===== src/rtl/pet_button_conditioner.sv =====
// Button input stage: synchronizes, debounces and classifies three raw push-buttons
// into press / short / long strobes plus a debounced held level per button.
`timescale 1ns/1ps

module pet_button_conditioner #(
    parameter int unsigned DEBOUNCE_CYCLES   = 1_000_000,
    parameter int unsigned LONG_PRESS_CYCLES = 150_000_000,
    parameter bit          ACTIVE_LOW        = 1'b1
) (
    input  logic       clock,
    input  logic       Reset,
    input  logic [2:0] btn_raw,
    output logic [2:0] held,
    output logic [2:0] press_pulse,
    output logic [2:0] short_pulse,
    output logic [2:0] long_pulse
);

    localparam int unsigned NUM_BTN = 3;
    localparam int unsigned CW      = $clog2(LONG_PRESS_CYCLES + 1);
    localparam int unsigned RW      = $clog2(DEBOUNCE_CYCLES + 1);

    localparam logic [CW-1:0] CNT_DB_LAST   = CW'(DEBOUNCE_CYCLES - 1);
    localparam logic [CW-1:0] CNT_LONG_LAST = CW'(LONG_PRESS_CYCLES - 1);
    localparam logic [RW-1:0] RCNT_LAST     = RW'(DEBOUNCE_CYCLES - 1);

    typedef enum logic [2:0] {
        S_IDLE,
        S_DB_PRESS,
        S_PRESSED,
        S_LONG,
        S_DB_RELEASE
    } state_t;

    logic [NUM_BTN-1:0] sync1;
    logic [NUM_BTN-1:0] sync2;
    logic [NUM_BTN-1:0] p;

    // Two-flop synchronizer; resets to the released pin level
    always_ff @(posedge clock or posedge Reset) begin
        if (Reset) begin
            sync1 <= {NUM_BTN{ACTIVE_LOW}};
            sync2 <= {NUM_BTN{ACTIVE_LOW}};
        end else begin
            sync1 <= btn_raw;
            sync2 <= sync1;
        end
    end

    assign p = sync2 ^ {NUM_BTN{ACTIVE_LOW}};

    for (genvar ch = 0; ch < NUM_BTN; ch++) begin : g_ch
        state_t        state;
        logic [CW-1:0] cnt;
        logic [RW-1:0] rcnt;
        logic          long_flag;
        logic          held_q;
        logic          press_q;
        logic          short_q;
        logic          long_q;

        // Hold time keeps accumulating through release bounce, saturating at the long threshold
        always_ff @(posedge clock or posedge Reset) begin
            if (Reset) begin
                state     <= S_IDLE;
                cnt       <= '0;
                rcnt      <= '0;
                long_flag <= 1'b0;
                held_q    <= 1'b0;
                press_q   <= 1'b0;
                short_q   <= 1'b0;
                long_q    <= 1'b0;
            end else begin
                press_q <= 1'b0;
                short_q <= 1'b0;
                long_q  <= 1'b0;
                case (state)
                    S_IDLE: begin
                        if (p[ch]) begin
                            state <= S_DB_PRESS;
                            cnt   <= '0;
                        end
                    end
                    S_DB_PRESS: begin
                        if (!p[ch]) begin
                            state <= S_IDLE;
                        end else if (cnt == CNT_DB_LAST) begin
                            state     <= S_PRESSED;
                            cnt       <= '0;
                            long_flag <= 1'b0;
                            press_q   <= 1'b1;
                            held_q    <= 1'b1;
                        end else begin
                            cnt <= cnt + CW'(1);
                        end
                    end
                    S_PRESSED: begin
                        if (!p[ch]) begin
                            state <= S_DB_RELEASE;
                            rcnt  <= '0;
                            if (cnt != CNT_LONG_LAST) cnt <= cnt + CW'(1);
                        end else if (cnt == CNT_LONG_LAST) begin
                            state     <= S_LONG;
                            long_q    <= 1'b1;
                            long_flag <= 1'b1;
                        end else begin
                            cnt <= cnt + CW'(1);
                        end
                    end
                    S_LONG: begin
                        if (!p[ch]) begin
                            state <= S_DB_RELEASE;
                            rcnt  <= '0;
                        end
                    end
                    S_DB_RELEASE: begin
                        if (cnt != CNT_LONG_LAST) cnt <= cnt + CW'(1);
                        if (p[ch]) begin
                            state <= long_flag ? S_LONG : S_PRESSED;
                        end else if (rcnt == RCNT_LAST) begin
                            state   <= S_IDLE;
                            held_q  <= 1'b0;
                            short_q <= ~long_flag;
                        end else begin
                            rcnt <= rcnt + RW'(1);
                        end
                    end
                    default: begin
                        state <= S_IDLE;
                    end
                endcase
            end
        end

        assign held[ch]        = held_q;
        assign press_pulse[ch] = press_q;
        assign short_pulse[ch] = short_q;
        assign long_pulse[ch]  = long_q;
    end

endmodule


===== config.mk =====
export PLATFORM = sky130hd
export DESIGN_NAME = pet_button_conditioner
export DESIGN_NICKNAME = d
export VERILOG_FILES = /design/src/rtl/pet_button_conditioner.sv
export SDC_FILE = /design/constraint.sdc
export NUM_CORES = 1
export LEC_CHECK = 0
export CORE_UTILIZATION = 45
export CTS_CLUSTER_DIAMETER = 40
export DETAILED_ROUTE_END_ITERATION = 8
export PLACE_DENSITY = 0.71
export SLEW_MARGIN = 15
export SYNTH_ARGS = -nofsm -noshare
export SYNTH_HDL_FRONTEND = slang
export SYNTH_SLANG_ARGS = --single-unit
export TNS_END_PERCENT = 20

===== constraint.sdc =====
create_clock -name clock -period 11.8 [get_ports clock]
set_input_delay 1.18 -clock clock [delete_from_list [all_inputs] [get_ports clock]]
set_output_delay 1.18 -clock clock [all_outputs]
set_load 0.1 [all_outputs]

==> impl_metrics.json <==
{
  "synth_nets": 1120,
  "tightest_slew_ps": 1080,
  "drtIter0Drc": 616,
  "hold_ws_ps": 358,
  "fin_nets": 1097,
  "switching_share": 0.245,
  "drive_gt1_frac": 0.0564,
  "final-hold-violation-count": 0,
  "wl_met3_um": 666,
  "synth.ff_latch_count": 174,
  "cellInternalPower_uw": 980,
  "row_count": 53,
  "p_per_area_nw_per_um2": 123,
  "clkSlewWorstSetupHoldPaths_ps": 70,
  "vias_per_cell": 5.96,
  "cts_buffers": 17,
  "worst_ep_required_time_ps": 12090,
  "dr.pass1.iters": 5,
  "synth_ff_type": "dfrtp_1",
  "worstPathMaxFanout": 24,
  "maxSlewHeadroom": 0.278,
  "met1_length_um": 10100,
  "initial_utilization": 0.459,
  "ys_seq_area_frac": 0.452,
  "synth_area_um2": 9650,
  "cts_tree": "built",
  "syn_inst": 1109,
  "combPwrFrac": 0.058,
  "setup_viol": 0,
  "holdPathStages": 0,
  "dieHeight_um": 148,
  "routed_wirelength_um": 20900,
  "reg2reg_depth": 7,
  "antenna_cells": 0,
  "ioPinCount": 17,
  "startpoint": "g_ch[0].cnt[11]",
  "grt_pass1_wl_um": 35700,
  "grt-ovfl-total": 0,
  "p_seq_frac": 0.478,
  "cts_resized": 0,
  "min_period_ps": 3170,
  "p_leak_nw": 4.40,
  "grtUsageTotal": 0.196,
  "cts_buffer_depth": 2,
  "insertion_delay_ps": 430,
  "min_path_type": "flip-flop to flip-flop",
  "drc": 0,
  "peakVddDrop_v": 0.0000973,
  "antenna_found_initial": 0,
  "port-buffer-count": 16,
  "die_w_um": 148,
  "maxCapViolCount": 0,
  "p_switching_uw": 319,
  "dpl.hpwl_um": 13800,
  "final_antenna_net_count": 0,
  "r2r-end": "g_ch[0].cnt[25]",
  "met2_length_um": 10000,
  "slew_viol_final": 0,
  "grt_pass1_vias": 7568,
  "wl_per_cell_um": 15.2,
  "critPathSlowestCell": "o211a_1",
  "synth_edf_count": 0,
  "arrival_ps": 3460,
  "ctsHoldBuffers": 0,
  "ys_async_sr_fraction": 1.00,
  "outcome": "completed",
  "power_frac_clock": 0.464,
  "finClkSkew_ps": 11.3,
  "vias": 8191,
  "fin_util": 0.501,
  "dr.max_layer_used": "met4",
  "grt_max_degree": 96,
  "clock-sinks": 174,
  "crit_buf_inv": 0,
  "htreeDepth": 4,
  "post-cts-setup-buffers": 0,
  "r2r-start": "g_ch[0].cnt[11]",
  "cts-root-buf": "clkbuf_16",
  "crit_type": "flip-flop to flip-flop",
  "synthToLayoutAreaGrowth_pct": 9.18,
  "postSynthAreaPerCell_um2": 8.70,
  "max_freq_ghz": 0.315,
  "worst-r2r-setup-slack_ps": 8630,
  "core_um2": 21000,
  "synth.yosys.warnings": 0,
  "crit_chain": "nor4b_1, nand2_1, nor4_1, o211a_1, o21ba_2, o21ai_0, o41ai_1",
  "fin_tns_setup_ps": 0,
  "dieArea_um2": 22000,
  "min_to": "sync2[0]",
  "rsz0062_at_grt": "false",
  "start_kind": "flip-flop",
  "synth_cell_types": 73,
  "gp_congestion": 0.859,
  "finalCritPeriodShare": 0.269,
  "critPathTopFamily": "simple AND/OR/NAND/NOR gates",
  "cp-end-kind": "flip-flop",
  "min_from": "sync1[0]",
  "slowest_delay_ps": 790
}
[cells in the mapped netlist (4+ instances only)]
cell        n  area [um^2]
a21o_1      4         30.0
a21oi_1    59          295
a31oi_1    18          113
and2_1     18          113
and3_1     32          200
and4_1     14          123
buf_1       6         22.5
buf_2       5         25.0
buf_4      14          105
clkbuf_1   36          135
dfrtp_1   168         4200
dfstp_2     6          158
ha_1        6         75.1
inv_1      25         93.8
nand2_1   104          390
nand2b_1   10         62.6
nand3_1    49          245
nand4_1    46          288
nor2_1    124          465
nor2b_1     9         56.3
nor3_1     23          115
nor3b_1     4         30.0
nor4_1     18          113
nor4b_1     8         70.1
o211a_1     4         40.0
o21a_1      4         30.0
o21ai_0   121          606
o22ai_1     6         37.5
o31ai_1    23          173
o41ai_1    10         87.6
or2_2       5         31.3
or3_1      19          119
or4_1       5         37.5
xnor2_1    21          184
xor2_1     25          219
[cells by family after synthesis]
logic type               share of synthesized area
flip-flops                                   0.452
AO/OA/AOI/OAI                                0.185
adder cells (fa/ha/maj)                    0.00778
XOR/XNOR                                    0.0418
multiplexers                               0.00117
buffers and inverters                       0.0396
AND/OR/NAND/NOR                              0.273
[worst register-to-register path, cell delays in order, from the launching register on]
cell     delay (ps)
dfrtp_1         430
nor4b_1         500
nand2_1         120
nor4_1          690
o211a_1         790
o21ba_2         260
o21ai_0         160
o41ai_1         100
[metrics by stage]
step	std cells	setup slack (ps)	power (mW)	area [um^2]
after floorplan	1109	5910	0.687	9650
after global placement	1342	8380	0.706	9890
after detailed placement	1342	8370	0.707	9890
after CTS	1374	8420	1.31	10500
after global routing	1374	8280	1.35	10500
final	1374	8630	1.30	10500
[layout make-up]
| cell class | count | area (um^2) |
|---|---|---|
| Fill cell | 1969 | 10500 |
| Multi-Input combinational cell | 849 | 4910 |
| Sequential cell | 174 | 4360 |
| Timing Repair Buffer | 19 | 183 |
| Clock buffer | 18 | 439 |
| Tap cell | 275 | 344 |
| Inverter | 25 | 98.8 |
| Clock inverter | 14 | 191 |
[power by group through the flow]
| stage | Combinational, mW | Clock, mW | Sequential (mW) |
|---|---|---|---|
| finish | 0.0748 | 0.603 | 0.621 |
| detailed placement | 0.0757 | 0 | 0.632 |
| global placement | 0.0741 | 0 | 0.632 |
| CTS | 0.0760 | 0.617 | 0.620 |
| global route | 0.0861 | 0.637 | 0.623 |
| floorplan | 0.0607 | 0 | 0.626 |
[flip-flops by register name (all words and copies together) (netlist names)]
register	cells
g_ch.state	9
g_ch.rcnt	60
sync2	3
sync1	3
g_ch.cnt	84
g_ch.short_q	3
g_ch.held_q	3
g_ch.press_q	3
g_ch.long_flag	3
g_ch.long_q	3
[routing by layer]
metal,track usage,vias to the layer above
li1,-,4004
met1,0.265,4027
met2,0.326,147
met3,0.0331,13
met4,0.0479,0
met5,0,-
[how the worst max path moves through the flow]
stage	cells after the start	to	slack (ps)
final	7	g_ch[0].cnt[25]	8630
after global routing	7	g_ch[0].cnt[25]	8280
after CTS	7	g_ch[0].cnt[5]	8420
after detailed placement	3	g_ch[0].cnt[23]	8370
after global placement	3	g_ch[0].cnt[19]	8380
after floorplan	1	g_ch[0].cnt[0]	5910
[layout by cell type (no fill, tap or decap), drive strengths merged, types with 5 or more instances in the layout]
cell type	instances
nor4b	8
or3	19
nand3	49
nor2b	9
nand2	104
clkbuf	18
dfstp	6
xor2	25
nand4	46
and4	14
a21oi	62
dfrtp	168
nand2b	10
nor2	124
a31oi	18
o22ai	6
inv	35
or4	6
and3	32
nor4	20
o21ai	124
o31ai	23
nor3	25
o41ai	10
or2	5
xnor2	21
and2	19
clkdlybuf4s50	16
ha	6
Power figures use the tool's default switching activity.
